**src/rtl/led32x32_pkg.sv**
```systemverilog
// rtl/led32x32_pkg.sv - shared constants and state encodings for the 32x32 LED frame path
// Purpose: geometry constants of the LED frame and the FSM encodings used by
//          the frame loader (write side) and the row streamer (read side).
// Ports:   none (package)
package led32x32_pkg;

  localparam int LED_ROWS      = 32;
  localparam int BYTES_PER_ROW = 4;
  localparam int ROW_IDX_W     = 5;
  localparam int BYTE_IDX_W    = 2;

  typedef enum logic [1:0] {
    S_IDLE  = 2'd0,
    S_LOAD  = 2'd1,
    S_FLUSH = 2'd2
  } loader_state_t;

  typedef enum logic [1:0] {
    ST_IDLE  = 2'd0,
    ST_FETCH = 2'd1,
    ST_SHIFT = 2'd2,
    ST_LATCH = 2'd3
  } streamer_state_t;

endpackage

```
**src/rtl/led32x32_row_packer.sv**
```systemverilog
// rtl/led32x32_row_packer.sv - packs four bytes into one 32-bit LED row word
// Purpose: shifts accepted bytes into a row word in MSB-first or LSB-first
//          order and flags the byte that completes a row.
// Ports:
//   clk, rst_n        clock, asynchronous active-low reset
//   i_clear           drop any partial row (new frame or cancel)
//   i_load            a byte is accepted this cycle
//   i_byte            the accepted byte
//   o_word            row word including the byte being accepted this cycle
//   o_word_complete   this accepted byte is the 4th of its row
module led32x32_row_packer
  import led32x32_pkg::*;
#(
  parameter bit BYTE_MSB_FIRST = 1'b1
) (
  input  logic        clk,
  input  logic        rst_n,
  input  logic        i_clear,
  input  logic        i_load,
  input  logic [7:0]  i_byte,
  output logic [31:0] o_word,
  output logic        o_word_complete
);

  logic [31:0]           r_word;
  logic [BYTE_IDX_W-1:0] r_byte_cnt;
  logic [31:0]           w_next_word;

  // MSB-first shifts left so byte 0 ends in [31:24]; LSB-first shifts right
  // so byte 0 ends in [7:0].
  always_comb begin
    if (BYTE_MSB_FIRST) begin
      w_next_word = {r_word[23:0], i_byte};
    end else begin
      w_next_word = {i_byte, r_word[31:8]};
    end
  end

  // The completed word is handed out combinationally so the write register
  // can capture it on the same edge that accepts the 4th byte.
  assign o_word          = w_next_word;
  assign o_word_complete = i_load && (r_byte_cnt == BYTE_IDX_W'(BYTES_PER_ROW - 1));

  always_ff @(posedge clk or negedge rst_n) begin
    if (!rst_n) begin
      r_word     <= '0;
      r_byte_cnt <= '0;
    end else if (i_clear) begin
      r_word     <= '0;
      r_byte_cnt <= '0;
    end else if (i_load) begin
      r_word     <= w_next_word;
      r_byte_cnt <= r_byte_cnt + 1'b1;  // wraps to 0 after the 4th byte
    end
  end

endmodule

```
**src/rtl/led32x32_frame_loader.sv**
```systemverilog
// rtl/led32x32_frame_loader.sv - byte-stream to frame-BRAM loader for the 32x32 LED panel
// Purpose: accepts a 128-byte frame one byte per cycle, packs rows of four
//          bytes and writes the 32 rows to the frame BRAM at {frame, row}.
// Ports:
//   clk, rst_n        clock, asynchronous active-low reset
//   i_start           begin a frame load (only while idle)
//   i_frame_sel       target frame slot, latched on an accepted start
//   i_abort           cancel the load in progress
//   i_in_valid        input byte valid
//   i_in_data         input byte
//   o_in_ready        byte accepted when i_in_valid && o_in_ready
//   o_bram_wr_en      one-cycle BRAM write strobe per row
//   o_bram_wr_addr    {frame_q, row_idx}
//   o_bram_wr_data    packed row word
//   o_busy            load in progress
//   o_done            one-cycle pulse after the last row is written
module led32x32_frame_loader
  import led32x32_pkg::*;
#(
  parameter int FRAME_SEL_WIDTH = 3,
  parameter bit BYTE_MSB_FIRST  = 1'b1
) (
  input  logic                       clk,
  input  logic                       rst_n,
  input  logic                       i_start,
  input  logic [FRAME_SEL_WIDTH-1:0] i_frame_sel,
  input  logic                       i_abort,
  input  logic                       i_in_valid,
  input  logic [7:0]                 i_in_data,
  output logic                       o_in_ready,
  output logic                       o_bram_wr_en,
  output logic [FRAME_SEL_WIDTH+4:0] o_bram_wr_addr,
  output logic [31:0]                o_bram_wr_data,
  output logic                       o_busy,
  output logic                       o_done
);

  loader_state_t                r_state;
  loader_state_t                w_next_state;
  logic [FRAME_SEL_WIDTH-1:0]   r_frame_q;
  logic [ROW_IDX_W-1:0]         r_row_cnt;
  logic                         r_wr_en;
  logic [FRAME_SEL_WIDTH+4:0]   r_wr_addr;
  logic [31:0]                  r_wr_data;
  logic                         r_done;

  logic                         w_accept;
  logic                         w_start_ok;
  logic                         w_row_write;
  logic                         w_last_row;
  logic [31:0]                  w_word;
  logic                         w_word_complete;

  assign o_in_ready  = (r_state == S_LOAD);
  assign o_busy      = (r_state != S_IDLE);
  assign w_accept    = i_in_valid && o_in_ready;
  assign w_start_ok  = (r_state == S_IDLE) && i_start && !i_abort;
  // A row completed in the abort cycle is dropped, not written.
  assign w_row_write = w_word_complete && !i_abort;
  assign w_last_row  = (r_row_cnt == ROW_IDX_W'(LED_ROWS - 1));

  led32x32_row_packer #(
    .BYTE_MSB_FIRST (BYTE_MSB_FIRST)
  ) u_packer (
    .clk             (clk),
    .rst_n           (rst_n),
    .i_clear         (w_start_ok || i_abort),
    .i_load          (w_accept),
    .i_byte          (i_in_data),
    .o_word          (w_word),
    .o_word_complete (w_word_complete)
  );

  always_ff @(posedge clk or negedge rst_n) begin
    if (!rst_n) begin
      r_state <= S_IDLE;
    end else begin
      r_state <= w_next_state;
    end
  end

  always_comb begin
    w_next_state = r_state;
    case (r_state)
      S_IDLE: begin
        if (w_start_ok) w_next_state = S_LOAD;
      end
      S_LOAD: begin
        if (i_abort)                       w_next_state = S_IDLE;
        else if (w_row_write && w_last_row) w_next_state = S_FLUSH;
      end
      S_FLUSH: begin
        w_next_state = S_IDLE;
      end
      default: begin
        w_next_state = S_IDLE;
      end
    endcase
  end

  always_ff @(posedge clk or negedge rst_n) begin
    if (!rst_n) begin
      r_frame_q <= '0;
      r_row_cnt <= '0;
      r_wr_en   <= 1'b0;
      r_wr_addr <= '0;
      r_wr_data <= '0;
      r_done    <= 1'b0;
    end else begin
      r_wr_en <= w_row_write;
      r_done  <= (r_state == S_FLUSH) && !i_abort;
      if (w_start_ok) begin
        r_frame_q <= i_frame_sel;
        r_row_cnt <= '0;
      end
      // Address/data only move on a write so they hold between strobes.
      if (w_row_write) begin
        r_wr_addr <= {r_frame_q, r_row_cnt};
        r_wr_data <= w_word;
        r_row_cnt <= r_row_cnt + 1'b1;
      end
    end
  end

  assign o_bram_wr_en   = r_wr_en;
  assign o_bram_wr_addr = r_wr_addr;
  assign o_bram_wr_data = r_wr_data;
  assign o_done         = r_done;

endmodule

```
**config.mk**
```make
export PLATFORM = sky130hd
export DESIGN_NAME = led32x32_frame_loader
export DESIGN_NICKNAME = d
export VERILOG_FILES = /design/src/rtl/led32x32_pkg.sv /design/src/rtl/led32x32_row_packer.sv /design/src/rtl/led32x32_frame_loader.sv
export SDC_FILE = /design/constraint.sdc
export NUM_CORES = 1
export LEC_CHECK = 0
export ABC_CLOCK_PERIOD_IN_PS = 2000
export BUFFER_PORTS_ARGS = -buffer_cell sky130_fd_sc_hd__clkbuf_2
export CAP_MARGIN = 20
export CELL_PAD_IN_SITES_DETAIL_PLACEMENT = 1
export CELL_PAD_IN_SITES_GLOBAL_PLACEMENT = 1
export CORE_MARGIN = 10
export CORE_UTILIZATION = 43
export DETAILED_ROUTE_END_ITERATION = 8
export MAX_ROUTING_LAYER = met4
export PLACE_DENSITY_LB_ADDON = 0.1
export SYNTH_ARGS = -nofsm -noshare
export SYNTH_HDL_FRONTEND = slang
export SYNTH_SLANG_ARGS = --single-unit
```
**constraint.sdc**
```tcl
create_clock -name clk -period 2 [get_ports clk]
set_input_delay 0.1 -clock clk [delete_from_list [all_inputs] [get_ports clk]]
set_output_delay 0.1 -clock clk [all_outputs]
set_load 0.05 [all_outputs]
```
## Word level (Yosys, flattened, before mapping)

Index checks and enable logic that the tools add are counted.

- $add $sub $neg: 2
- Equal/unequal tests: 6
- Mux-type cells: 10
- Reduce and logical (&&, ||, !) cells: 14

Operators with widths:

| cell | number |
|---|---|
| 24-bit two-way mux | 2 |
| 2-bit two-way mux | 5 |
| 5-bit two-way mux | 2 |
| 1-bit logical AND | 7 |
| 2-bit nonzero test | 3 |
| 5-bit by 1-bit adder with 5-bit output, second input constant | 1 |
| 5-bit equality test, second input constant | 1 |
| 2-bit equality test, second input constant | 2 |
| 2-bit case mux with 2 select lines | 1 |
| 3-bit by 2-bit != test with 1-bit output, second input constant | 1 |
| 2-bit by 1-bit adder with 2-bit output, second input constant | 1 |
| 2-bit by 1-bit equality test with 1-bit output, second input constant | 1 |
| 2-bit zero test | 1 |
| 2-bit != test, second input constant | 1 |
| 2-bit AND reduction | 1 |
| 1-bit zero test | 1 |
| 1-bit logical OR | 1 |

- Register bits: 78
- Input port bits: 16
- Output and inout bits: 44
- Word-level logic and storage cells: 41

## Longest topological paths before layout

Gate-level depths: netlist of the first run.

- Word-level depth: 8
- Gate-level depth with buffers: 6
- Mapped depth without buffers: 5

## Cells and area by module

Synthesis of the first run repeated with hierarchy kept, for this count alone.

- Cells, all modules: 310
- Area, all modules: 3205.6 µm²

By module, submodules not included:

| module | times used | cells an instance | area an instance (µm²) | seq. area each (µm²) |
|---|---|---|---|---|
| led32x32_frame_loader | 1 | 216 | 2052.0 | 1301.2 |
| led32x32_row_packer | 1 | 94 | 1153.6 | 650.6 |

## Least setup slack after synthesis of the first run

OpenSTA, ideal clock, no wires.

- Path type: reg2reg
- Start point: register r_state[1]
- End point: register r_row_cnt[2]
- Setup time: 0.126 ns
- Arrival time: 1.572 ns
- Required time: 1.874 ns
- Slack: 0.302 ns
- Stages on the path, launching flop included: 4
- Buffers on the path: 0
- Period minus slack after synthesis: 1.698 ns
- Cells stage by stage: dfrtp_1 and2b_1 a41oi_1 a221o_1

- Longest elaborated chain between the ends: 5
- Elaborated cells between the ends (all ways): 9
- Those cells by class: eq/ne (1); mux (1); reduce/logical (7)

RTL lines:

| what | line | source |
|---|---|---|
| start, declared | led32x32_frame_loader.sv:38 | `loader_state_t r_state;` |
| start signal, assigned | led32x32_frame_loader.sv:78 | `r_state <= w_next_state;` |
| 2-bit by 1-bit equality test with 1-bit output * | led32x32_frame_loader.sv:54 | `assign o_in_ready = (r_state == S_LOAD);` |
| named net o_in_ready | led32x32_frame_loader.sv:30 | `output logic o_in_ready,` |
| 1-bit logical AND * | led32x32_frame_loader.sv:56 | `assign w_accept = i_in_valid && o_in_ready;` |
| 1-bit logical AND * | led32x32_row_packer.sv:42 | `assign o_word_complete = i_load && (r_byte_cnt == BYTE_IDX_W'(BYTES_PER_ROW - 1));` |
| 1-bit logical AND * | led32x32_frame_loader.sv:59 | `assign w_row_write = w_word_complete && !i_abort;` |
| 5-bit two-way mux or 2-bit nonzero test (tied branches) | -- |  |
| end signal, assigned | led32x32_frame_loader.sv:120 | `r_row_cnt <= r_row_cnt + 1'b1;` |
| end, declared | led32x32_frame_loader.sv:41 | `logic [ROW_IDX_W-1:0] r_row_cnt;` |

Mark *: on every way through the listed nets, which the timed path passes. The rest lies on a longest branch.
A chain may end at the register's enable or synchronous reset.

## Worst setup path after layout of the first run

- Start point: register u_packer.r_byte_cnt[0]
- End point: register r_wr_data[19] (netlist: o_bram_wr_data[19])

- Longest elaborated chain between the ends: 3

RTL lines:

| what | line | source |
|---|---|---|
| start, declared | led32x32_row_packer.sv:26 | `logic [BYTE_IDX_W-1:0] r_byte_cnt;` |
| start signal, assigned | led32x32_row_packer.sv:53 | `r_byte_cnt <= r_byte_cnt + 1'b1;` |
| 2-bit equality test | led32x32_row_packer.sv:42 |  |
| 1-bit logical AND | led32x32_row_packer.sv:42 |  |
| 1-bit logical AND | led32x32_frame_loader.sv:59 |  |
| end signal, assigned | led32x32_frame_loader.sv:119 | `r_wr_data <= w_word;` |
| end, declared | led32x32_frame_loader.sv:44 | `logic [31:0] r_wr_data;` |

No other way between the ends.

==> results by group, run 1 <==
Floorplan
  • Number of cell rows: 30
  • Starting Density: 44.83%
  • Total core area: 0.006869 mm^2
  • Die area: 0.01095 mm^2
  • Die W: 104.6 um
  • Ports: 60
  • Die span in y: 104.6 um

Drt
  • Post-Route WL: around 6.8 mm
  • DRC errors left: 0
  • 1st-pass router iterations: 4
  • Via density: 4.926
  • Antenna-violating nets left: 0
  • Avg WL per Cell: 16.23 um
  • Vias: 2054
  • First-iteration detailed-routing DRC count: 70

STA
  • Final period util: 83.25%
  • Fin Setup TNS: 0 ns
  • Final Hold Fails: 0
  • # setup viols final: 0
  • Clock Skew: 0.01148 ns
  • Fmax: between 600 and 700 MHz
  • Unrepaired setup endpoints after global routing: no
  • Least-Margin Pin Slew: ~0.56 ns
  • Count of pins over their slew limit: 0
  • Normalized max-slew margin: 62.15%
  • Minimum clock period: 1.665 ns

Power
  • Overall Power: 0.002860 W
  • Pwr dens: 751.0 mW/mm^2
  • Leak Pwr: 1.949 nW
  • Max VDD drop: 515.3 uV

CTS
  • Worst-path clk slew: ~0.070 ns
  • TritonCTS sink count: 78
  • CTS tree: built
  • Number of H-tree levels: 3
  • Total CTS buffers: 9
  • Root Driver: clkbuf_8
  • Clock Latency Late Sink: 0.34 ns
  • Postcts setup bufs: 0
  • Clock Path Buffers: 2

Worst hold path
  • Hold Path Sink: o_done
  • HP Class: in -> reg
  • WHS Path Cells: 2
  • Worst Hold Launch: i_abort

Synth
  • Top-count cell post-synth: dfrtp_1
  • Top cell type by total area after synthesis: dfrtp_1
  • Post-Syn Nets: about 260
  • Area contributors post-synth: dfrtp_1 63%, mux2_1 8.4%, mux2_2 7.7%, nand2_1 6.1%, a21oi_1 4.1%
  • Yosys reg bits: 78
  • Post-Syn Area: between 0.003 and 0.004 mm^2
  • Netlist cell types: 30
  • Syn avg cell area: 12.94 um^2
  • Most used DFF post-synth: dfrtp_1
  • Synth warn: 0
  • Yosys top cell area share: 63.39%
  • Async SR Flop Fraction: 100.0%
  • Sequential area share after synthesis: between 60% and 70%
  • Cells after synthesis: 238
  • Synth cell count leaders: 78 x dfrtp_1, 50 x nand2_1, 25 x a21oi_1
  • Post-synth EDFFs: 0

GRT
  • Met1 Usage GRT: 16.95%
  • Global routing's busiest layer: met2
  • Global-route wire length before repair: 11.75 mm
  • GRT Util Overall: 13.62%
  • M2 GR Usage: approximately a fifth
  • Vias in the first global route: approximately 2300
  • Largest net degree at the start of global routing: 39
  • Grt total ovfl: 0
  • Grt met3 use: approximately 4.5%
  • Initial antenna violation count: 0

Critical path
  • Crit path required time: 2.22 ns
  • Reg-to-reg slack, setup: ~0.34 ns
  • Critical path endpoint category: flop
  • Crit path kind: reg -> reg
  • End of the worst register-to-register path: o_bram_wr_data[19]
  • Startpoint Class: flop
  • Critical Path Fanout Max: 19
  • CP arrival: 1.88 ns
  • Worst reg2reg startpoint: u_packer.r_byte_cnt[0]
  • Length in cells of the worst reg-to-reg path: 5
  • Critical path launch point: u_packer.r_byte_cnt[0]

Layout
  • Fin nets: 335
  • Fraction of layout cells with a size suffix above 1: 33.33%
  • Area Growth Syn to Fin: 23.69%
  • Ant. Diodes: 0
  • Post-route insts no fill: around 420
  • Fillers: 745

Flow run
  • Max-cap viol count: 0

Outcome
  • Outcome: finished clean

Place
  • Placer Congestion: 0.7287
  • Placed cells: 389
  • DP HPWL: 4.703 mm
  • IO Port Bufs: 59
per-layer routing:
layer,vias to the layer above,part of all wire (%)
met2,43,47
met4,0,1.3
met5,-,0
met3,9,5.4
li1,974,-
met1,1028,46
what timing repair did:
item,CTS,global route
hold buffers,12,0
hold endpoints to repair,53,0
resized for setup,0,0
worst max-delay path: stages, from the launching register on:
cell,delay [ns]
dfrtp_1,0.37
ha_1,0.20
nand4b_1,0.18
nor2_4,0.16
buf_4,0.27
mux2_1,0.36
how the worst max path moves through the flow:
stage,end,slack (ns)
final,o_bram_wr_data[19],0.34
after floorplan,r_row_cnt[2],0.30
after detailed placement,o_bram_wr_addr[0],0.33
after global placement,o_bram_wr_addr[3],0.37
after global routing,o_bram_wr_data[28],0.19
after CTS,o_bram_wr_data[19],0.31
power breakdown:
group / switching, W / internal (W) / total (W)
logic: 0.000122 / 0.0000696 / 0.000192
clock network: 0.000535 / 0.000518 / 0.00105
registers: 0.0000169 / 0.00160 / 0.00162
layout by cell type (no fill, tap or decap):
cell           synthesis  layout
clkbuf_1               2       2
nand3_1                2       2
nand2_1               50      50
nor4b_4                1       1
dfrtp_1               78      78
clkinv_4               0       1
mux2_2                21      21
ha_1                   3       3
nand3b_1               1       1
or2_2                  1       1
dlygate4sd3_1          0      12
and3b_1                1       1
clkbuf_8               0      11
and2b_1                1       1
a31o_2                 1       1
xnor2_1                2       2
and2_1                 1       1
and3_1                 1       1
a22o_1                 3       3
o21ai_2                1       1
inv_1                  2       2
buf_4                  1       7
a41oi_1                1       1
a221o_1                1       1
nand4b_1               1       1
buf_12                 0       2
a21oi_1               25      25
nor4b_1                1       1
clkbuf_2               0      58
nor2b_1                1       1
mux2_1                23      23
nor2_4                 0       1
clkinv_2               0       2
nor2_1                 2       1
nor3b_1                1       1
state kept, by name, indices dropped and copies added (netlist names):
signal and count:
o_bram_wr_data 32, o_bram_wr_en 1, u_packer.r_byte_cnt 2, r_state 2
r_row_cnt 5, o_done 1, o_bram_wr_addr 8, u_packer.r_word 24
r_frame_q 3
per-stage QoR:
stage / hold WS, ns / cell area, um^2 / utilization, % / worst slack (ns)
finish: 0.07206 / 3809 / 55.45 / 0.3351
global route: 0.06646 / 3809 / 55.45 / 0.1924
CTS: 0.05331 / 3809 / 55.45 / 0.3083
detailed placement: 0.1038 / 3511 / 51.11 / 0.3252
global placement: 0.1033 / 3511 / 51.11 / 0.3675
floorplan: -0.1956 / 3079 / - / 0.3018
cell type report:
type	count	area (um^2)	share of cell area (%)
well taps	96	120.1	3.154
multi-input cells	146	1049	27.53
repair buffers	79	503.0	13.21
clock buffers	13	158.9	4.172
flip-flops and latches	78	1952	51.25
clock inverters	3	18.77	0.4928
inverters	2	7.507	0.1971
cell families (layout without fill, tap and decap cells):
| group | Yosys count | in the layout | synth area share (%) |
|---|---|---|---|
| flip-flops | 78 | 78 | 63.39 |
| AND/OR/NAND/NOR | 65 | 65 | 9.834 |
| multiplexers | 44 | 44 | 16.09 |
| AO/OA/AOI/OAI | 32 | 32 | 6.095 |
| buffers and inverters | 14 | 97 | 2.804 |
| adder cells (fa/ha/maj) | 3 | 3 | 1.219 |
| XOR/XNOR | 2 | 2 | 0.5690 |
(Power assumes the default switching activity.)
==> run 2: changes to the inputs <==
Settings changed: ABC_CLOCK_PERIOD_IN_PS 2000 to 1700.
Clock period 2 ns to 1.7 ns, I/O delays scaled along.
==> run 2 against run 1 <==
  * Combinational power rose by 21%
  * Routed wire length rose by 4.8%
  * Maximum frequency increased by 2.5%
  * Final area rose by 2.4%
  * Sequential share of layout area shrank 1.2 points
  * Final cell count grew 0.48%
  * Clock skew fell by 0.0038 ns
  * First-iteration DRC count is 5.7% lower
  * Core utilization up 1.3 points
  * Critical endpoint is now o_bram_wr_addr[6]
  * Highest routed layer unchanged
==> results by group, run 2 (synthesized netlist as in run 1, its figures left out) <==
Outcome
  • Outcome: finished clean

Floorplan
  • Number of cell rows: 30
  • Ports: 60
  • Die area: between 0.01 and 0.015 mm^2
  • Total core area: 0.006869 mm^2
  • Starting Density: about 45%
  • Die span in y: 104.6 um
  • Die W: between 100 and 150 um

Layout
  • Fraction of layout cells with a size suffix above 1: 34.98%
  • Max reg flops: 32
  • Post-layout util: between 50% and 60%
  • Fin nets: 337
  • Ant. Diodes: 0
  • Most frequent cells in the layout: 78 x dfrtp_1, 58 x clkbuf_2, 50 x nand2_1
  • Commonest non-fill, non-tap cell in the layout: dfrtp_1
  • Area Growth Syn to Fin: 26.62%

STA
  • Fmax: 615.8 MHz
  • Clock Skew: 0.007643 ns
  • Normalized max-slew margin: 66.06%
  • Final Hold Fails: 0
  • Unrepaired setup endpoints after global routing: yes
  • Final period util: 95.52%
  • # setup viols final: 0
  • Count of pins over their slew limit: 0
  • Fin worst setup slack: 0.07613 ns
  • Least-Margin Pin Slew: 0.5025 ns
  • Minimum clock period: 1.624 ns

GRT
  • GRT Util Overall: 13.77%
  • Grt total ovfl: 0
  • Global-route wire length before repair: 12.08 mm
  • Largest net degree at the start of global routing: 36
  • Initial antenna violation count: 0
  • Vias in the first global route: approximately 2400

Power
  • Sw power: 0.0008462 W
  • Clock Power Share: between 40% and 50%
  • Internal: 0.002793 W
  • Combinational power share: approximately 6.4%
  • Pwr dens: 933.5 mW/mm^2
  • Sw frac: 23.25%
  • Max VDD drop: between 600 and 700 uV
  • Leak Pwr: around 2 nW
  • Flop pwr share: 52.2%

Drt
  • Via density: 4.959
  • First-iteration detailed-routing DRC count: 66
  • Vias: 2078
  • DRC errors left: 0
  • Antenna-violating nets left: 0
  • Avg WL per Cell: 16.93 um
  • 1st-pass router iterations: 4
  • Post-Route WL: 7.092 mm

Critical path
  • Crit path kind: reg -> reg
  • Crit path required time: 1.93 ns
  • Worst-path cell chain: ha_2 > nand4b_1 > nor2_4 > buf_12 > mux2_2
  • Critical path endpoint category: flop
  • Critical Path Fanout Max: 24
  • Startpoint Class: flop
  • Max incr delay on CP: 0.38 ns
  • CP arrival: 1.85 ns
  • Slowest CP cell: dfrtp_1

Place
  • Placer Congestion: roughly 0.76
  • DP HPWL: 4.879 mm
  • Place WS: between 0.06 and 0.07 ns
  • IO Port Bufs: 59

CTS
  • Clock Latency Late Sink: 0.35 ns
  • Root Driver: clkbuf_8
  • CTS tree: built
  • Worst-path clk slew: 0.08 ns
  • TritonCTS sink count: 78
  • Number of H-tree levels: 3
  • Clock Path Buffers: 2
  • Postcts setup bufs: 0
  • Total CTS buffers: 9

Worst hold path
  • HP Class: in -> reg

Flow run
  • Max-cap viol count: 0
[run 2: worst max-delay path, delay by kind of cell, from the launching register on]
kind | cells | cell delay (ns)
adder cells (fa/ha/maj) | 1 | 0.20
buffers and inverters | 1 | 0.21
flip-flops | 1 | 0.38
multiplexers | 1 | 0.35
AND/OR/NAND/NOR | 2 | 0.37
[run 2: through the flow]
step	TNS [ns]	total power [W]	hold slack, ns	instances	instance area, um^2
finish	0	0.003639	0.04658	419	3899
floorplan	0	0.002036	-0.2106	238	3079
detailed placement	0	0.002154	0.07568	391	3551
CTS	0	0.003695	0.03211	419	3885
global route	-0.005927	0.003808	0.03815	419	3899
global placement	0	0.002150	0.07026	391	3551
[run 2: layer usage]
metal  GRT usage, %  part of all wire [%]  vias up
met3          3.931                   4.2       14
li1               -                     -      973
met5              -                     0        -
met4          4.902                   1.4        0
met2          21.98                    49       44
met1          16.31                    45     1047
[run 2: cell type report]
| cell class | count | area [um^2] |
|---|---|---|
| multi-input cells | 146 | 1062 |
| flip-flops and latches | 78 | 1952 |
| fillers | 732 | 2970 |
| clock inverters | 6 | 86.33 |
| well taps | 96 | 120.1 |
| clock buffers | 10 | 127.6 |
| inverters | 2 | 7.507 |
| repair buffers | 81 | 543.0 |
[run 2: repair_timing]
item / CTS / global route
hold buffers: 12 / 0
hold endpoints to repair: 51 / 0
setup endpoints to repair: 0 / 5
resized for setup: 0 / 4
[run 2: worst paths after layout]
kind / cells past startpoint / start / slack (ns) / to
worst max-delay path: 5 / u_packer.r_byte_cnt[0] / 0.08 / o_bram_wr_addr[6]
worst min-delay path: 2 / i_abort / 0.05 / o_done
worst max register to register: 5 / u_packer.r_byte_cnt[0] / 0.08 / o_bram_wr_addr[6]
worst min register to register: 1 / o_bram_wr_data[29] / 0.49 / o_bram_wr_data[29]
max in group asynchronous: 3 / rst_n / 0.94 / u_packer.r_byte_cnt[1]
min in group asynchronous: 2 / rst_n / 0.23 / o_bram_wr_data[18]
[run 2: power groups by stage]
| stage | sequential, W | clock (W) | combinational [W] |
|---|---|---|---|
| 3_3_place_gp | 0.00194 | 0 | 0.000212 |
| 3_5_place_dp | 0.00194 | 0 | 0.000215 |
| 6_report | 0.00190 | 0.00151 | 0.000233 |
| 5_1_grt | 0.00191 | 0.00164 | 0.000260 |
| 2_1_floorplan | 0.00193 | 0 | 0.000104 |
| 4_1_cts | 0.00190 | 0.00155 | 0.000238 |
